$ cat config.mk
export PLATFORM = sky130hd
export DESIGN_NAME = mem_arbiter_flat
export DESIGN_NICKNAME = d
export VERILOG_FILES = /design/src/rtl/mem_arbiter_if.sv /design/src/rtl/mem_arbiter.sv /design/src/flat_wrapper.sv
export SDC_FILE = /design/constraint.sdc
export NUM_CORES = 1
export LEC_CHECK = 0
export ABC_CLOCK_PERIOD_IN_PS = 2000
export CAP_MARGIN = 30
export CELL_PAD_IN_SITES_DETAIL_PLACEMENT = 0
export CELL_PAD_IN_SITES_GLOBAL_PLACEMENT = 2
export CORE_UTILIZATION = 19
export DETAILED_ROUTE_END_ITERATION = 8
export HOLD_SLACK_MARGIN = 0.03
export PLACE_DENSITY = 0.75
export SYNTH_ARGS = -nofsm -noshare
export SYNTH_HDL_FRONTEND = slang
export SYNTH_SLANG_ARGS = --single-unit
$ cat constraint.sdc
create_clock -name clk -period 2 [get_ports clk]
set_clock_uncertainty 0.15 [all_clocks]
set_input_delay 0.4 -clock clk [delete_from_list [all_inputs] [get_ports clk]]
set_output_delay 0.4 -clock clk [all_outputs]
set_load 0.05 [all_outputs]
$ cat src/rtl/mem_arbiter_if.sv
// Request/grant/response bundle for both requesters plus the shared memory port.
// The arbiter takes the slave view; the requesters and memory model take the master view.
interface mem_arbiter_if #(
  parameter int ADDR_W = 32,
  parameter int DATA_W = 32
);
  logic                  if_req;
  logic [ADDR_W-1:0]     if_addr;
  logic                  if_gnt;
  logic                  if_rvalid;
  logic [DATA_W-1:0]     if_rdata;
  logic                  d_req;
  logic                  d_we;
  logic [ADDR_W-1:0]     d_addr;
  logic [DATA_W-1:0]     d_wdata;
  logic [DATA_W/8-1:0]   d_be;
  logic                  d_gnt;
  logic                  d_rvalid;
  logic [DATA_W-1:0]     d_rdata;
  logic                  mem_en;
  logic                  mem_we;
  logic [ADDR_W-1:0]     mem_addr;
  logic [DATA_W-1:0]     mem_wdata;
  logic [DATA_W/8-1:0]   mem_be;
  logic [DATA_W-1:0]     mem_rdata;
  logic                  busy;

  modport slave (
    input  if_req, if_addr, d_req, d_we, d_addr, d_wdata, d_be, mem_rdata,
    output if_gnt, if_rvalid, if_rdata, d_gnt, d_rvalid, d_rdata,
           mem_en, mem_we, mem_addr, mem_wdata, mem_be, busy
  );

  modport master (
    output if_req, if_addr, d_req, d_we, d_addr, d_wdata, d_be, mem_rdata,
    input  if_gnt, if_rvalid, if_rdata, d_gnt, d_rvalid, d_rdata,
           mem_en, mem_we, mem_addr, mem_wdata, mem_be, busy
  );
endinterface

$ cat src/rtl/mem_arbiter.sv
// Shares one single-port memory between instruction fetch and load/store,
// one transaction at a time, data-first with a fetch starvation guard.
module mem_arbiter #(
  parameter int ADDR_W     = 32,
  parameter int DATA_W     = 32,
  parameter int MEM_LAT    = 1,
  parameter int STARVE_MAX = 4
) (
  input logic          clk,
  input logic          rst,
  mem_arbiter_if.slave bus_io
);

  localparam int SW    = $clog2(STARVE_MAX + 1);
  localparam int LAT_W = (MEM_LAT > 1) ? $clog2(MEM_LAT) : 1;
  localparam int BE_W  = DATA_W / 8;

  typedef enum logic [1:0] {ST_IDLE, ST_ISSUE, ST_WAIT, ST_RESP} state_t;

  state_t              state_q;
  logic                run_q;
  logic [SW-1:0]       starve_q;
  logic [SW-1:0]       starve_d;
  logic [LAT_W-1:0]    lat_q;
  logic                sel_d_q;
  logic                we_q;
  logic [DATA_W-1:0]   resp_q;
  logic                if_gnt_q, d_gnt_q, if_rv_q, d_rv_q;
  logic                mem_en_q, mem_we_q;
  logic [ADDR_W-1:0]   mem_addr_q;
  logic [DATA_W-1:0]   mem_wdata_q;
  logic [BE_W-1:0]     mem_be_q;
  logic                fetch_win;
  logic                any_req;

  always_comb begin
    any_req   = bus_io.if_req || bus_io.d_req;
    fetch_win = bus_io.if_req && (!bus_io.d_req || (starve_q == SW'(STARVE_MAX)));
    starve_d  = starve_q;
    if (!bus_io.if_req || fetch_win)
      starve_d = '0;
    else if (starve_q != SW'(STARVE_MAX))
      starve_d = starve_q + SW'(1);
  end

  // run_q holds off arbitration for the first edge after reset release.
  always_ff @(posedge clk) begin
    if (!rst) begin
      state_q     <= ST_IDLE;
      run_q       <= 1'b0;
      starve_q    <= '0;
      lat_q       <= '0;
      sel_d_q     <= 1'b0;
      we_q        <= 1'b0;
      resp_q      <= '0;
      if_gnt_q    <= 1'b0;
      d_gnt_q     <= 1'b0;
      if_rv_q     <= 1'b0;
      d_rv_q      <= 1'b0;
      mem_en_q    <= 1'b0;
      mem_we_q    <= 1'b0;
      mem_addr_q  <= '0;
      mem_wdata_q <= '0;
      mem_be_q    <= '0;
    end else begin
      run_q       <= 1'b1;
      if_gnt_q    <= 1'b0;
      d_gnt_q     <= 1'b0;
      if_rv_q     <= 1'b0;
      d_rv_q      <= 1'b0;
      mem_en_q    <= 1'b0;
      mem_we_q    <= 1'b0;
      mem_addr_q  <= '0;
      mem_wdata_q <= '0;
      mem_be_q    <= '0;
      case (state_q)
        ST_IDLE, ST_RESP: begin
          if (run_q) starve_q <= starve_d;
          if (run_q && any_req) begin
            state_q  <= ST_ISSUE;
            sel_d_q  <= !fetch_win;
            we_q     <= !fetch_win && bus_io.d_we;
            mem_en_q <= 1'b1;
            if (fetch_win) begin
              if_gnt_q   <= 1'b1;
              mem_addr_q <= bus_io.if_addr;
              mem_be_q   <= '1;
            end else begin
              d_gnt_q     <= 1'b1;
              mem_we_q    <= bus_io.d_we;
              mem_addr_q  <= bus_io.d_addr;
              mem_wdata_q <= bus_io.d_wdata;
              mem_be_q    <= bus_io.d_be;
            end
          end else begin
            state_q <= ST_IDLE;
          end
        end
        ST_ISSUE: begin
          state_q <= ST_WAIT;
          lat_q   <= LAT_W'(MEM_LAT - 1);
        end
        ST_WAIT: begin
          if (lat_q == '0) begin
            resp_q  <= we_q ? '0 : bus_io.mem_rdata;
            if_rv_q <= !sel_d_q;
            d_rv_q  <= sel_d_q;
            state_q <= ST_RESP;
          end else begin
            lat_q <= lat_q - LAT_W'(1);
          end
        end
        default: state_q <= ST_IDLE;
      endcase
    end
  end

  assign bus_io.if_gnt    = if_gnt_q;
  assign bus_io.d_gnt     = d_gnt_q;
  assign bus_io.if_rvalid = if_rv_q;
  assign bus_io.d_rvalid  = d_rv_q;
  assign bus_io.if_rdata  = resp_q;
  assign bus_io.d_rdata   = resp_q;
  assign bus_io.mem_en    = mem_en_q;
  assign bus_io.mem_we    = mem_we_q;
  assign bus_io.mem_addr  = mem_addr_q;
  assign bus_io.mem_wdata = mem_wdata_q;
  assign bus_io.mem_be    = mem_be_q;
  assign bus_io.busy      = (state_q != ST_IDLE);

endmodule

$ cat src/flat_wrapper.sv
// flat-port wrapper written by rule: the top's interface ports become plain ports
module mem_arbiter_flat 
#(
  parameter int ADDR_W     = 32,
  parameter int DATA_W     = 32,
  parameter int MEM_LAT    = 1,
  parameter int STARVE_MAX = 4
)
  (clk, rst, bus_io_if_req, bus_io_if_addr, bus_io_d_req, bus_io_d_we, bus_io_d_addr, bus_io_d_wdata, bus_io_d_be, bus_io_mem_rdata, bus_io_if_gnt, bus_io_if_rvalid, bus_io_if_rdata, bus_io_d_gnt, bus_io_d_rvalid, bus_io_d_rdata, bus_io_mem_en, bus_io_mem_we, bus_io_mem_addr, bus_io_mem_wdata, bus_io_mem_be, bus_io_busy);
  mem_arbiter_if #(.ADDR_W(ADDR_W), .DATA_W(DATA_W)) bus_io_i ();
  input logic clk;
  input logic rst;
  input wire logic [$bits(bus_io_i.if_req)-1:0] bus_io_if_req;
  input wire logic [$bits(bus_io_i.if_addr)-1:0] bus_io_if_addr;
  input wire logic [$bits(bus_io_i.d_req)-1:0] bus_io_d_req;
  input wire logic [$bits(bus_io_i.d_we)-1:0] bus_io_d_we;
  input wire logic [$bits(bus_io_i.d_addr)-1:0] bus_io_d_addr;
  input wire logic [$bits(bus_io_i.d_wdata)-1:0] bus_io_d_wdata;
  input wire logic [$bits(bus_io_i.d_be)-1:0] bus_io_d_be;
  input wire logic [$bits(bus_io_i.mem_rdata)-1:0] bus_io_mem_rdata;
  output wire logic [$bits(bus_io_i.if_gnt)-1:0] bus_io_if_gnt;
  output wire logic [$bits(bus_io_i.if_rvalid)-1:0] bus_io_if_rvalid;
  output wire logic [$bits(bus_io_i.if_rdata)-1:0] bus_io_if_rdata;
  output wire logic [$bits(bus_io_i.d_gnt)-1:0] bus_io_d_gnt;
  output wire logic [$bits(bus_io_i.d_rvalid)-1:0] bus_io_d_rvalid;
  output wire logic [$bits(bus_io_i.d_rdata)-1:0] bus_io_d_rdata;
  output wire logic [$bits(bus_io_i.mem_en)-1:0] bus_io_mem_en;
  output wire logic [$bits(bus_io_i.mem_we)-1:0] bus_io_mem_we;
  output wire logic [$bits(bus_io_i.mem_addr)-1:0] bus_io_mem_addr;
  output wire logic [$bits(bus_io_i.mem_wdata)-1:0] bus_io_mem_wdata;
  output wire logic [$bits(bus_io_i.mem_be)-1:0] bus_io_mem_be;
  output wire logic [$bits(bus_io_i.busy)-1:0] bus_io_busy;
  assign bus_io_i.if_req = bus_io_if_req;
  assign bus_io_i.if_addr = bus_io_if_addr;
  assign bus_io_i.d_req = bus_io_d_req;
  assign bus_io_i.d_we = bus_io_d_we;
  assign bus_io_i.d_addr = bus_io_d_addr;
  assign bus_io_i.d_wdata = bus_io_d_wdata;
  assign bus_io_i.d_be = bus_io_d_be;
  assign bus_io_i.mem_rdata = bus_io_mem_rdata;
  assign bus_io_if_gnt = bus_io_i.if_gnt;
  assign bus_io_if_rvalid = bus_io_i.if_rvalid;
  assign bus_io_if_rdata = bus_io_i.if_rdata;
  assign bus_io_d_gnt = bus_io_i.d_gnt;
  assign bus_io_d_rvalid = bus_io_i.d_rvalid;
  assign bus_io_d_rdata = bus_io_i.d_rdata;
  assign bus_io_mem_en = bus_io_i.mem_en;
  assign bus_io_mem_we = bus_io_i.mem_we;
  assign bus_io_mem_addr = bus_io_i.mem_addr;
  assign bus_io_mem_wdata = bus_io_i.mem_wdata;
  assign bus_io_mem_be = bus_io_i.mem_be;
  assign bus_io_busy = bus_io_i.busy;
  mem_arbiter #(.ADDR_W(ADDR_W), .DATA_W(DATA_W), .MEM_LAT(MEM_LAT), .STARVE_MAX(STARVE_MAX)) u_core (.clk(clk), .rst(rst), .bus_io(bus_io_i));
endmodule
==> impl_metrics.json <==
{
  "cts_tree": "yes",
  "timing.reg2reg.setup_slack_ps": 120,
  "numCtsBuffers": 17,
  "layout.cells.most_common": "buf_4",
  "ff2ff_path_depth": 6,
  "synth_cells": 449,
  "grt_pass1_wl_mm": 20.8,
  "criticalPathCategory": "reg -> reg",
  "routed_wl_mm": 13.8,
  "clockBufferDepth": 2,
  "syn_area_mm2": 0.00424,
  "power_density_mw_per_mm2": 956,
  "path_clk_slew_ps": 50,
  "syn_area_per_cell_um2": 9.45,
  "use_met2_pct": 20.8,
  "cp-end-kind": "register",
  "post_cts_buffers": 0,
  "max-slew-margin-rel_pct": 66.6,
  "io_buffers": 275,
  "ctsHoldBuffers": 0,
  "grt_start_max_net_pins": 43,
  "synthXorXnorAreaFrac_pct": 0,
  "grtUsageTotal_pct": 12.1,
  "p_sw_mw": 2.07,
  "tightest_slew_ps": 503,
  "synth_warnings": 0,
  "period_share_pct": 94.1,
  "layout.area.seq_mm2": 0.00228,
  "dr.pass1.iters": 4,
  "startpoint": "u_core.state_q[0]",
  "power_frac_seq_pct": 34.6,
  "r2r_start": "u_core.state_q[0]",
  "holdWs_ps": 306,
  "synth_top_family_by_area": "simple AND/OR/NAND/NOR gates",
  "drv_slew": 0,
  "fin_util_pct": 33.9,
  "htree_num_levels": 4,
  "crit_path_start_kind": "register",
  "nets": 837,
  "p_int_mw": 5.02,
  "cp.required_ps": 2200,
  "report.final.hold_viol_count": 0,
  "grt_use_met1_pct": 12.5,
  "vias": 3934,
  "die_h_um": 151,
  "drive_gt1_share_pct": 26.7,
  "drtAntennaViolNets": 0,
  "core-area_mm2": 0.0219,
  "finalNonFillerCells": 989,
  "grt-busiest-layer": "met2",
  "fmax_mhz": 531,
  "clkLatencyLatePin_ps": 400,
  "dp_hpwl_mm": 10.3,
  "die_area_mm2": 0.0229,
  "hold_path_class": "reg -> reg",
  "crit_fanout": 36,
  "finalPower_mw": 7.09,
  "final_area_mm2": 0.00741,
  "clock-sinks": 114,
  "period_needed_ps": 1880,
  "antenna_found_initial": 1,
  "viasPerCell": 3.98,
  "crit_chain": "inv_1 -> ha_1 -> nand3b_1 -> a211oi_4 -> buf_12 -> and2_1",
  "rsz0062_at_grt": "false",
  "row_count": 54,
  "antennaDiodeCount": 0,
  "initial_utilization_pct": 19.4,
  "worst_ep_arrival_time_ps": 2080,
  "drtIter0Drc": 80,
  "drc": 0,
  "synthAdderAreaFrac_pct": 1.18,
  "dp_cells": 957,
  "setup_viol": 0,
  "synth_compound_area_share_pct": 14.3,
  "use_met3_pct": 6.81,
  "multi_input_comb_area_mm2": 0.00154,
  "routedWlPerCell_um": 14.0,
  "synthToLayoutAreaGrowth_pct": 74.7,
  "sw_frac_of_total_pct": 29.2,
  "max_stage_delay_ps": 360,
  "layout_common_cells": "buf_4 (148), clkdlybuf4s50_1 (136), dfxtp_1 (114)",
  "status": "completed",
  "gr-total-overflow": 0,
  "place_area_mm2": 0.00680,
  "pwr-share-clk_pct": 44.3,
  "num_io_pins": 276,
  "synthSimpleGateAreaFrac_pct": 20.8,
  "combPwrFrac_pct": 21.1,
  "place_congestion": 0.777,
  "die_width_um": 151,
  "clock-root-buffer": "clkbuf_16",
  "synth_nets": 590,
  "max-cap-violations": 0,
  "ys_ff_latch": 114,
  "yosysUniqueCellTypes": 29,
  "r2r-end": "u_core.bus_io.mem_wdata[15]",
  "peakVddDrop_uv": 476,
  "p_leak_nw": 3.15,
  "ys_seq_area_share_pct": 53.8,
  "synth.area.mux_share_pct": 0,
  "cp_slowest_cell": "ha_1",
  "endpoint": "u_core.bus_io.mem_wdata[15]",
  "fillers": 2263,
  "grt_pass1_vias": 3958
}
through the flow:
step | worst slack, ps | TNS (ps)
after detailed placement | -31.4 | -309
after CTS | 28.6 | 0
after global routing | 0.294 | 0
final | 117 | 0
after global placement | 14.7 | 0
after floorplan | 182 | 0
worst max-delay path, delay by kind of cell (launching register included):
family / cells / cell delay, ps
fa+ha+maj: 1 / 360
buf+inv: 2 / 250
flops: 1 / 300
compound gates: 1 / 300
simple gates: 2 / 450
area by class of cell:
class | count | area share (%)
clock buffer | 20 | 6.16
clock inverter | 12 | 2.11
inverter | 7 | 0.354
multi-input combinational | 264 | 20.8
sequential | 114 | 30.8
tap | 280 | 4.73
timing repair buffer | 292 | 35.1
how the worst min path moves through the flow:
stage,startpoint,to,slack (ps),cells past startpoint
after floorplan,u_core.sel_d_q,u_core.bus_io.if_rvalid,250,1
after global placement,u_core.sel_d_q,u_core.bus_io.if_rvalid,280,1
after detailed placement,u_core.sel_d_q,u_core.bus_io.if_rvalid,300,1
after CTS,u_core.sel_d_q,u_core.bus_io.if_rvalid,310,1
after global routing,u_core.sel_d_q,u_core.bus_io.if_rvalid,340,1
final,u_core.sel_d_q,u_core.bus_io.if_rvalid,310,1
power groups by stage:
stage	combinational (mW)	sequential, mW	clock, mW
floorplan	0.530	2.88	0
global placement	1.50	2.50	0
detailed placement	1.51	2.51	0
CTS	1.51	2.46	3.26
global route	1.59	2.47	3.35
finish	1.49	2.46	3.14
logic make-up (layout without fill, tap and decap cells):
kind of cell | count (synthesis) | after routing
AO/OA/AOI/OAI | 110 | 110
adder cells (fa/ha/maj) | 4 | 4
buffers and inverters | 71 | 331
flip-flops | 114 | 114
AND/OR/NAND/NOR | 150 | 150
synthesized netlist by cell type (all sizes together):
master	n	area, um^2
nor2	3	11.3
or2	1	6.26
nand2	5	18.8
a21bo	1	10.0
nor4bb	1	10.0
clkbuf	22	82.6
o21a	4	30.0
o211ai	1	7.51
inv	7	26.3
nand2b	1	6.26
dfxtp	114	2280
a211oi	1	20.0
nand3	33	165
and2	34	213
nand3b	1	7.51
nor2b	67	419
a21boi	4	33.8
and3	1	6.26
a31o	1	8.76
a21oi	64	320
a32o	1	10.0
o21ai	33	165
nand4	2	12.5
buf	42	315
nor3	1	5.00
ha	4	50.1
timing repair:
action,CTS,global route
cloned,0,0
endpoints found under the setup margin,3,27
resized for setup,3,1
pin swaps,0,0
state kept, by name (all words and copies together), names as in the netlist, 2 cells and up:
| signal | flops |
|---|---|
| u_core.bus_io.mem_be | 4 |
| u_core.state_q | 2 |
| u_core.bus_io.d_rdata | 32 |
| u_core.bus_io.mem_wdata | 32 |
| u_core.bus_io.mem_addr | 32 |
| u_core.starve_q | 3 |
layer usage:
metal,share of wire (%),wire length (um)
met5,0.10,14
met4,0.85,118
met3,12,1730
met2,48,6690
met1,38,5290
Note: power is estimated with default switching activity, not from simulation.
